$ cat config.mk
export PLATFORM = sky130hd
export DESIGN_NAME = instr_mem_fetch
export DESIGN_NICKNAME = d
export VERILOG_FILES = /design/src/rtl/imem_pkg.sv /design/src/rtl/imem_ram_1r1w.sv /design/src/rtl/instr_mem_fetch.sv
export SDC_FILE = /design/constraint.sdc
export NUM_CORES = 2
export LEC_CHECK = 0
export CELL_PAD_IN_SITES_DETAIL_PLACEMENT = 1
export CELL_PAD_IN_SITES_GLOBAL_PLACEMENT = 1
export CORE_UTILIZATION = 50
export DETAILED_ROUTE_END_ITERATION = 8
export GPL_TIMING_DRIVEN = 0
export PLACE_DENSITY_LB_ADDON = 0.05
export SLEW_MARGIN = 20
export SYNTH_ARGS = -nofsm -noshare
export SYNTH_HDL_FRONTEND = slang
export SYNTH_SLANG_ARGS = --single-unit
$ cat constraint.sdc
create_clock -name clk -period 6.8 [get_ports clk]
set_clock_uncertainty 0.2 [all_clocks]
set_input_delay 1.36 -clock clk [delete_from_list [all_inputs] [get_ports clk]]
set_output_delay 1.36 -clock clk [all_outputs]
set_load 0.01 [all_outputs]
$ cat src/rtl/imem_pkg.sv
// Shared types and constants for the MiniMicro instruction memory.
// Opcode constants live in bits [31:27] of an instruction word.
package imem_pkg;

  typedef enum logic {IMEM_INIT, IMEM_RUN} imem_state_t;

  localparam logic [31:0] NOP_WORD = 32'h0;

  localparam int OPC_LSB = 27;
  localparam int OPC_W   = 5;

  localparam logic [OPC_W-1:0] OPC_NOP = 5'h00;
  localparam logic [OPC_W-1:0] OPC_ADD = 5'h01;
  localparam logic [OPC_W-1:0] OPC_SUB = 5'h02;
  localparam logic [OPC_W-1:0] OPC_LD  = 5'h08;
  localparam logic [OPC_W-1:0] OPC_ST  = 5'h09;
  localparam logic [OPC_W-1:0] OPC_BR  = 5'h13;
  localparam logic [OPC_W-1:0] OPC_JMP = 5'h14;

  function automatic logic [OPC_W-1:0] opcode_of(input logic [31:0] w);
    return w[OPC_LSB +: OPC_W];
  endfunction

  // A one-word memory still needs a 1-bit address bus.
  function automatic int addr_w(input int depth);
    return (depth > 1) ? $clog2(depth) : 1;
  endfunction

endpackage

$ cat src/rtl/imem_ram_1r1w.sv
// Single write port, single registered read port array. Read-first:
// a same-edge write to the read address returns the old word.
module imem_ram_1r1w
  import imem_pkg::*;
#(
  parameter int DATA_W = 32,
  parameter int DEPTH  = 64,
  localparam int ADDR_W = addr_w(DEPTH)
) (
  input  logic              clk,
  input  logic              rst,
  input  logic              we,
  input  logic [ADDR_W-1:0] wr_addr,
  input  logic [DATA_W-1:0] wr_data,
  input  logic              re,
  input  logic [ADDR_W-1:0] rd_addr,
  output logic [DATA_W-1:0] rd_data
);

  logic [DATA_W-1:0] mem [DEPTH];
  logic [DATA_W-1:0] rd_data_q, rd_data_d;

  // Array is deliberately unreset; the caller's init sweep fills it.
  always_ff @(posedge clk) begin
    if (we) mem[wr_addr] <= wr_data;
  end

  always_comb begin
    rd_data_d = rd_data_q;
    if (re) rd_data_d = mem[rd_addr];
  end

  always_ff @(posedge clk or posedge rst) begin
    if (rst) rd_data_q <= '0;
    else     rd_data_q <= rd_data_d;
  end

  assign rd_data = rd_data_q;

endmodule

$ cat src/rtl/instr_mem_fetch.sv
// Instruction memory with valid/ready fetch, loader write port and a
// post-reset sweep that fills every word with INIT_WORD.
module instr_mem_fetch
  import imem_pkg::*;
#(
  parameter int                DATA_W    = 32,
  parameter int                DEPTH     = 64,
  parameter logic [DATA_W-1:0] INIT_WORD = '0,
  localparam int               ADDR_W    = addr_w(DEPTH)
) (
  input  logic              clk,
  input  logic              rst,
  input  logic              req_valid,
  output logic              req_ready,
  input  logic [ADDR_W-1:0] req_addr,
  output logic              rsp_valid,
  input  logic              rsp_ready,
  output logic [DATA_W-1:0] rsp_data,
  output logic              rsp_err,
  input  logic              wr_en,
  input  logic [ADDR_W-1:0] wr_addr,
  input  logic [DATA_W-1:0] wr_data,
  output logic              wr_err,
  output logic              init_done
);

  localparam logic [ADDR_W-1:0] LAST_ADDR = ADDR_W'(DEPTH - 1);
  localparam logic [ADDR_W:0]   DEPTH_X   = (ADDR_W+1)'(DEPTH);

  imem_state_t       state_q, state_d;
  logic [ADDR_W-1:0] cnt_q, cnt_d;
  logic              init_done_q, init_done_d;
  logic              rsp_valid_q, rsp_valid_d;
  logic              rsp_err_q, rsp_err_d;
  logic              wr_err_q, wr_err_d;

  logic              running;
  logic              accept;
  logic              req_in_range;
  logic              wr_in_range;
  logic              ram_we;
  logic              ram_re;
  logic [ADDR_W-1:0] ram_waddr;
  logic [DATA_W-1:0] ram_wdata;
  logic [DATA_W-1:0] ram_rdata;

  assign running      = (state_q == IMEM_RUN);
  assign req_in_range = ({1'b0, req_addr} < DEPTH_X);
  assign wr_in_range  = ({1'b0, wr_addr} < DEPTH_X);

  // A held response frees the slot only when the consumer takes it.
  assign req_ready = running && (!rsp_valid_q || rsp_ready);
  assign accept    = req_valid && req_ready;

  always_comb begin
    state_d     = state_q;
    cnt_d       = cnt_q;
    init_done_d = init_done_q;
    if (state_q == IMEM_INIT) begin
      if (cnt_q == LAST_ADDR) begin
        state_d     = IMEM_RUN;
        init_done_d = 1'b1;
      end else begin
        cnt_d = cnt_q + 1'b1;
      end
    end
  end

  always_comb begin
    rsp_valid_d = rsp_valid_q;
    rsp_err_d   = rsp_err_q;
    if (accept) begin
      rsp_valid_d = 1'b1;
      rsp_err_d   = !req_in_range;
    end else if (rsp_ready) begin
      rsp_valid_d = 1'b0;
    end
    wr_err_d = wr_en && (!running || !wr_in_range);
  end

  // Sweep owns the write port until RUN; loader writes are dropped before.
  always_comb begin
    ram_we    = 1'b0;
    ram_waddr = cnt_q;
    ram_wdata = INIT_WORD;
    if (!running) begin
      ram_we = 1'b1;
    end else if (wr_en && wr_in_range) begin
      ram_we    = 1'b1;
      ram_waddr = wr_addr;
      ram_wdata = wr_data;
    end
  end

  assign ram_re = accept && req_in_range;

  always_ff @(posedge clk or posedge rst) begin
    if (rst) begin
      state_q     <= IMEM_INIT;
      cnt_q       <= '0;
      init_done_q <= 1'b0;
      rsp_valid_q <= 1'b0;
      rsp_err_q   <= 1'b0;
      wr_err_q    <= 1'b0;
    end else begin
      state_q     <= state_d;
      cnt_q       <= cnt_d;
      init_done_q <= init_done_d;
      rsp_valid_q <= rsp_valid_d;
      rsp_err_q   <= rsp_err_d;
      wr_err_q    <= wr_err_d;
    end
  end

  imem_ram_1r1w #(
    .DATA_W (DATA_W),
    .DEPTH  (DEPTH)
  ) u_ram (
    .clk     (clk),
    .rst     (rst),
    .we      (ram_we),
    .wr_addr (ram_waddr),
    .wr_data (ram_wdata),
    .re      (ram_re),
    .rd_addr (req_addr),
    .rd_data (ram_rdata)
  );

  // Out-of-range responses never touched the array, so substitute the NOP.
  assign rsp_data  = rsp_err_q ? INIT_WORD : ram_rdata;
  assign rsp_valid = rsp_valid_q;
  assign rsp_err   = rsp_err_q;
  assign wr_err    = wr_err_q;
  assign init_done = init_done_q;

endmodule

==> results by group <==
Clock network
  – Clock Tree Buf Depth: 3
  – Clock buffer count from CTS: 212
  – CTS Hold Bufs: 0
  – Post-CTS Setup Bufs: 0
  – Post-CTS sizing: 0
  – Clock Latency Late Sink: 0.84 ns
  – CTS tree: done
  – Worst-path clk slew: 0.06 ns
  – CTS Sinks: 2090
  – H-tree Lvls: 4
  – CTS root buf: clkbuf_16

STA
  – Actual slew at the worst max-slew pin: 1.24 ns
  – Final Hold Viols: 0
  – Fin Hold WS: 0.300 ns
  – Setup_tns: 0 ns
  – RSZ-0062 raised after global routing: false
  – Final setup vio count: 0
  – Fmax: 188 MHz
  – Fin worst setup slack: 1.47 ns
  – Slew Limit Fails: 0
  – Max-slew headroom: 0.155
  – Minimum clock period: 5.33 ns
  – Final period util: 0.784

Die
  – Die area: 162000 um2
  – # IOs: 86
  – Row count: 146
  – Starting density of the core: 0.506
  – Chip height: 403 um
  – Die Wd: 403 um
  – Core Region: 159000 um2

Placement
  – Number of port buffers: 79
  – DP Worst Slack: 0.686 ns
  – GPL Wtd Cong: 0.802
  – DPL Wire Length: 158000 um
  – Dpl cells: 6083

Route
  – DRC: 0
  – Detailed Routing Iterations Pass 1: 5
  – DR iter-0 viols: 4209
  – Detailed-route via count: 40600
  – Via density: 6.27
  – Post-route ant nets: 0
  – Routed wire per std cell: 35.4 um
  – Routed Wire Length: 229000 um

Synth
  – Synthesized flop and latch total: 2090
  – Asr flop ratio synth: 0.0201
  – Post-synth top area cell: edfxtp_1
  – Top-area cell type share of the netlist area: 0.765
  – Post-synth top flop: edfxtp_1
  – Synth Area per Inst: 21.0 um2
  – Syn_nets: 3870
  – Register area share after synthesis: 0.778
  – Synth top cells by count: 2048 x edfxtp_1, 449 x mux2i_1, 320 x mux4_2
  – Post-synthesis cell area: 80400 um2
  – Synth unique cells: 43
  – Warnings, synthesis: 0
  – Count leader, synth: edfxtp_1
  – Mapped Cells: 3820
  – Number of enable flip-flop cells after synthesis: 2048
  – Ranking of synthesized cells by area: edfxtp_1 77%, mux4_2 9.0%, mux2i_1 5.6%, a22oi_1 1.5%, dfrtp_1 1.3%

Global route
  – Gr usage total: 0.284
  – GR Layer Usage met1: 0.392
  – Vias in the first global route: 41800
  – Largest net degree at the start of global routing: 65
  – Global-route wire length before repair: 321000 um
  – M3 GR Usage: 0.0419
  – Top Usage Layer GRT: met2
  – GRT overflow: 0
  – Initial antenna violation count: 8
  – Global routing met2 resource utilization: 0.467

Setup path
  – CP startpoint: req_addr[2]
  – Type of destination of the critical path: flip-flop
  – R2r startpoint: running
  – Setup slack, reg-to-reg: 2.78 ns
  – Reg2Reg Capture Point: u_ram.mem[57][10]
  – Crit Path Category: in -> reg
  – CP required: 7.37 ns
  – Nature of the critical path startpoint: primary input
  – Crit-path max FO: 10
  – R2R depth: 5
  – Worst Path Arrival: 5.89 ns
  – Worst Setup EP: u_ram.rd_data[0]

Outcome
  – Outcome: finished, final reports clean

Pwr
  – Pwr dens: 275 nW/um2
  – Switch Pwr: 5.30 mW
  – Clk network pwr share: 0.432
  – Sw frac: 0.206
  – Internal power: 20.4 mW
  – Peak supply drop: 242 uV
  – Sequential power share: 0.541
  – Logic gate share of total power: 0.027
  – Leak Pwr: 25.5 nW

Finish
  – Nets: 4275
  – Layout cells sized above 1: 0.216
  – Synth-to-Final Area Change: 16.5%
  – Layout Cells excl Fill: 6476
  – Final core occ: 0.589
  – Fill cell count: 13300

Worst hold path
  – Hold WC Path Type: reg -> reg

Job
  – Max-Cap Viols: 0
logic make-up (layout without fill, tap and decap cells):
kind of cell             after synthesis  after routing  synth area share
AND/OR/NAND/NOR                      220            220            0.0135
multiplexers                         801            801             0.150
buffers and inverters                236            815            0.0139
other                                  1              6         0.0000467
XOR/XNOR                               4              4          0.000436
adder cells (fa/ha/maj)                1              1          0.000156
AO/OA/AOI/OAI                        467            467            0.0434
flip-flops                          2090           2090             0.778
routing by layer:
layer  part of all wire  vias to the layer above  wire, um
met1               0.42                    22000     95400
li1                   -                    16900         -
met2               0.49                     1366    113000
met3              0.058                      323     13200
met4              0.034                        2      7750
met5           0.000057                        -        13
worst max-delay path: stages:
cell and delay, ns:
buf_2 0.25, buf_2 0.49, buf_1 0.89, clkbuf_1 0.57
a211oi_1 0.15, a2111oi_0 0.99, a31oi_1 0.47, o211ai_1 0.46
a221o_1 0.24
registers in the layout, indices dropped and copies added, names as in the netlist:
| name | count |
|---|---|
| init_done | 1 |
| running | 1 |
| cnt_q | 6 |
| wr_err | 1 |
| u_ram.mem | 2048 |
| rsp_valid | 1 |
| u_ram.rd_data | 32 |
power by group through the flow:
stage,Sequential [mW],Clock (mW),Combinational (mW)
2_1_floorplan,14.2,0,0.394
3_3_place_gp,14.2,0,0.697
3_5_place_dp,14.2,0,0.709
4_1_cts,13.9,11.2,0.710
5_1_grt,13.9,11.7,0.725
6_report,13.9,11.1,0.698
how the worst min path moves through the flow:
stage,startpoint,endpoint,slack (ns),cells after the start
after detailed placement,rsp_valid,rsp_valid,0.29,2
after global routing,rsp_valid,rsp_valid,0.36,2
after global placement,rsp_valid,rsp_valid,0.28,2
after floorplan,init_done,init_done,0.29,1
final,rsp_valid,rsp_valid,0.30,2
after CTS,rsp_valid,rsp_valid,0.30,2
cells in the final DEF (no fill, tap or decap), types with 21 or more instances in the layout:
cell type | synthesis | final
nand3_1 | 36 | 36
mux2_2 | 27 | 27
o211ai_1 | 32 | 32
a211oi_1 | 64 | 58
clkbuf_1 | 93 | 155
o21ai_0 | 38 | 38
dfrtp_1 | 42 | 42
a221o_1 | 32 | 32
a22o_1 | 32 | 32
mux4_2 | 320 | 320
a31oi_1 | 35 | 35
clkinv_1 | 0 | 58
clkbuf_16 | 0 | 217
o22ai_1 | 33 | 33
clkdlybuf4s50_1 | 0 | 79
buf_2 | 103 | 103
a22oi_1 | 160 | 160
mux2i_1 | 449 | 449
nor2b_1 | 37 | 37
and3_4 | 0 | 32
buf_12 | 0 | 49
clkinv_2 | 0 | 21
buf_16 | 0 | 59
nand2_1 | 29 | 29
nor2_4 | 0 | 64
edfxtp_1 | 2048 | 2048
metrics by stage:
stage	power [mW]	cell area [um2]
detailed placement	14.9	87100
global route	26.3	93600
CTS	25.9	93600
finish	25.7	93600
global placement	14.9	83700
floorplan	14.6	80400
cell type report:
class                           count  area, um2  share of cell area
Sequential cell                  2090      62600               0.668
Multi-Input combinational cell   1494      17400               0.186
Clock buffer                      288       5780              0.0617
Timing Repair Buffer              191       3450              0.0368
Tap cell                         2072       2590              0.0277
Buffer                            231       1100              0.0118
Clock inverter                    100        762             0.00814
Inverter                            5       21.3            0.000227
Antenna cell                        5       12.5            0.000134
Power figures use the tool's default switching activity.
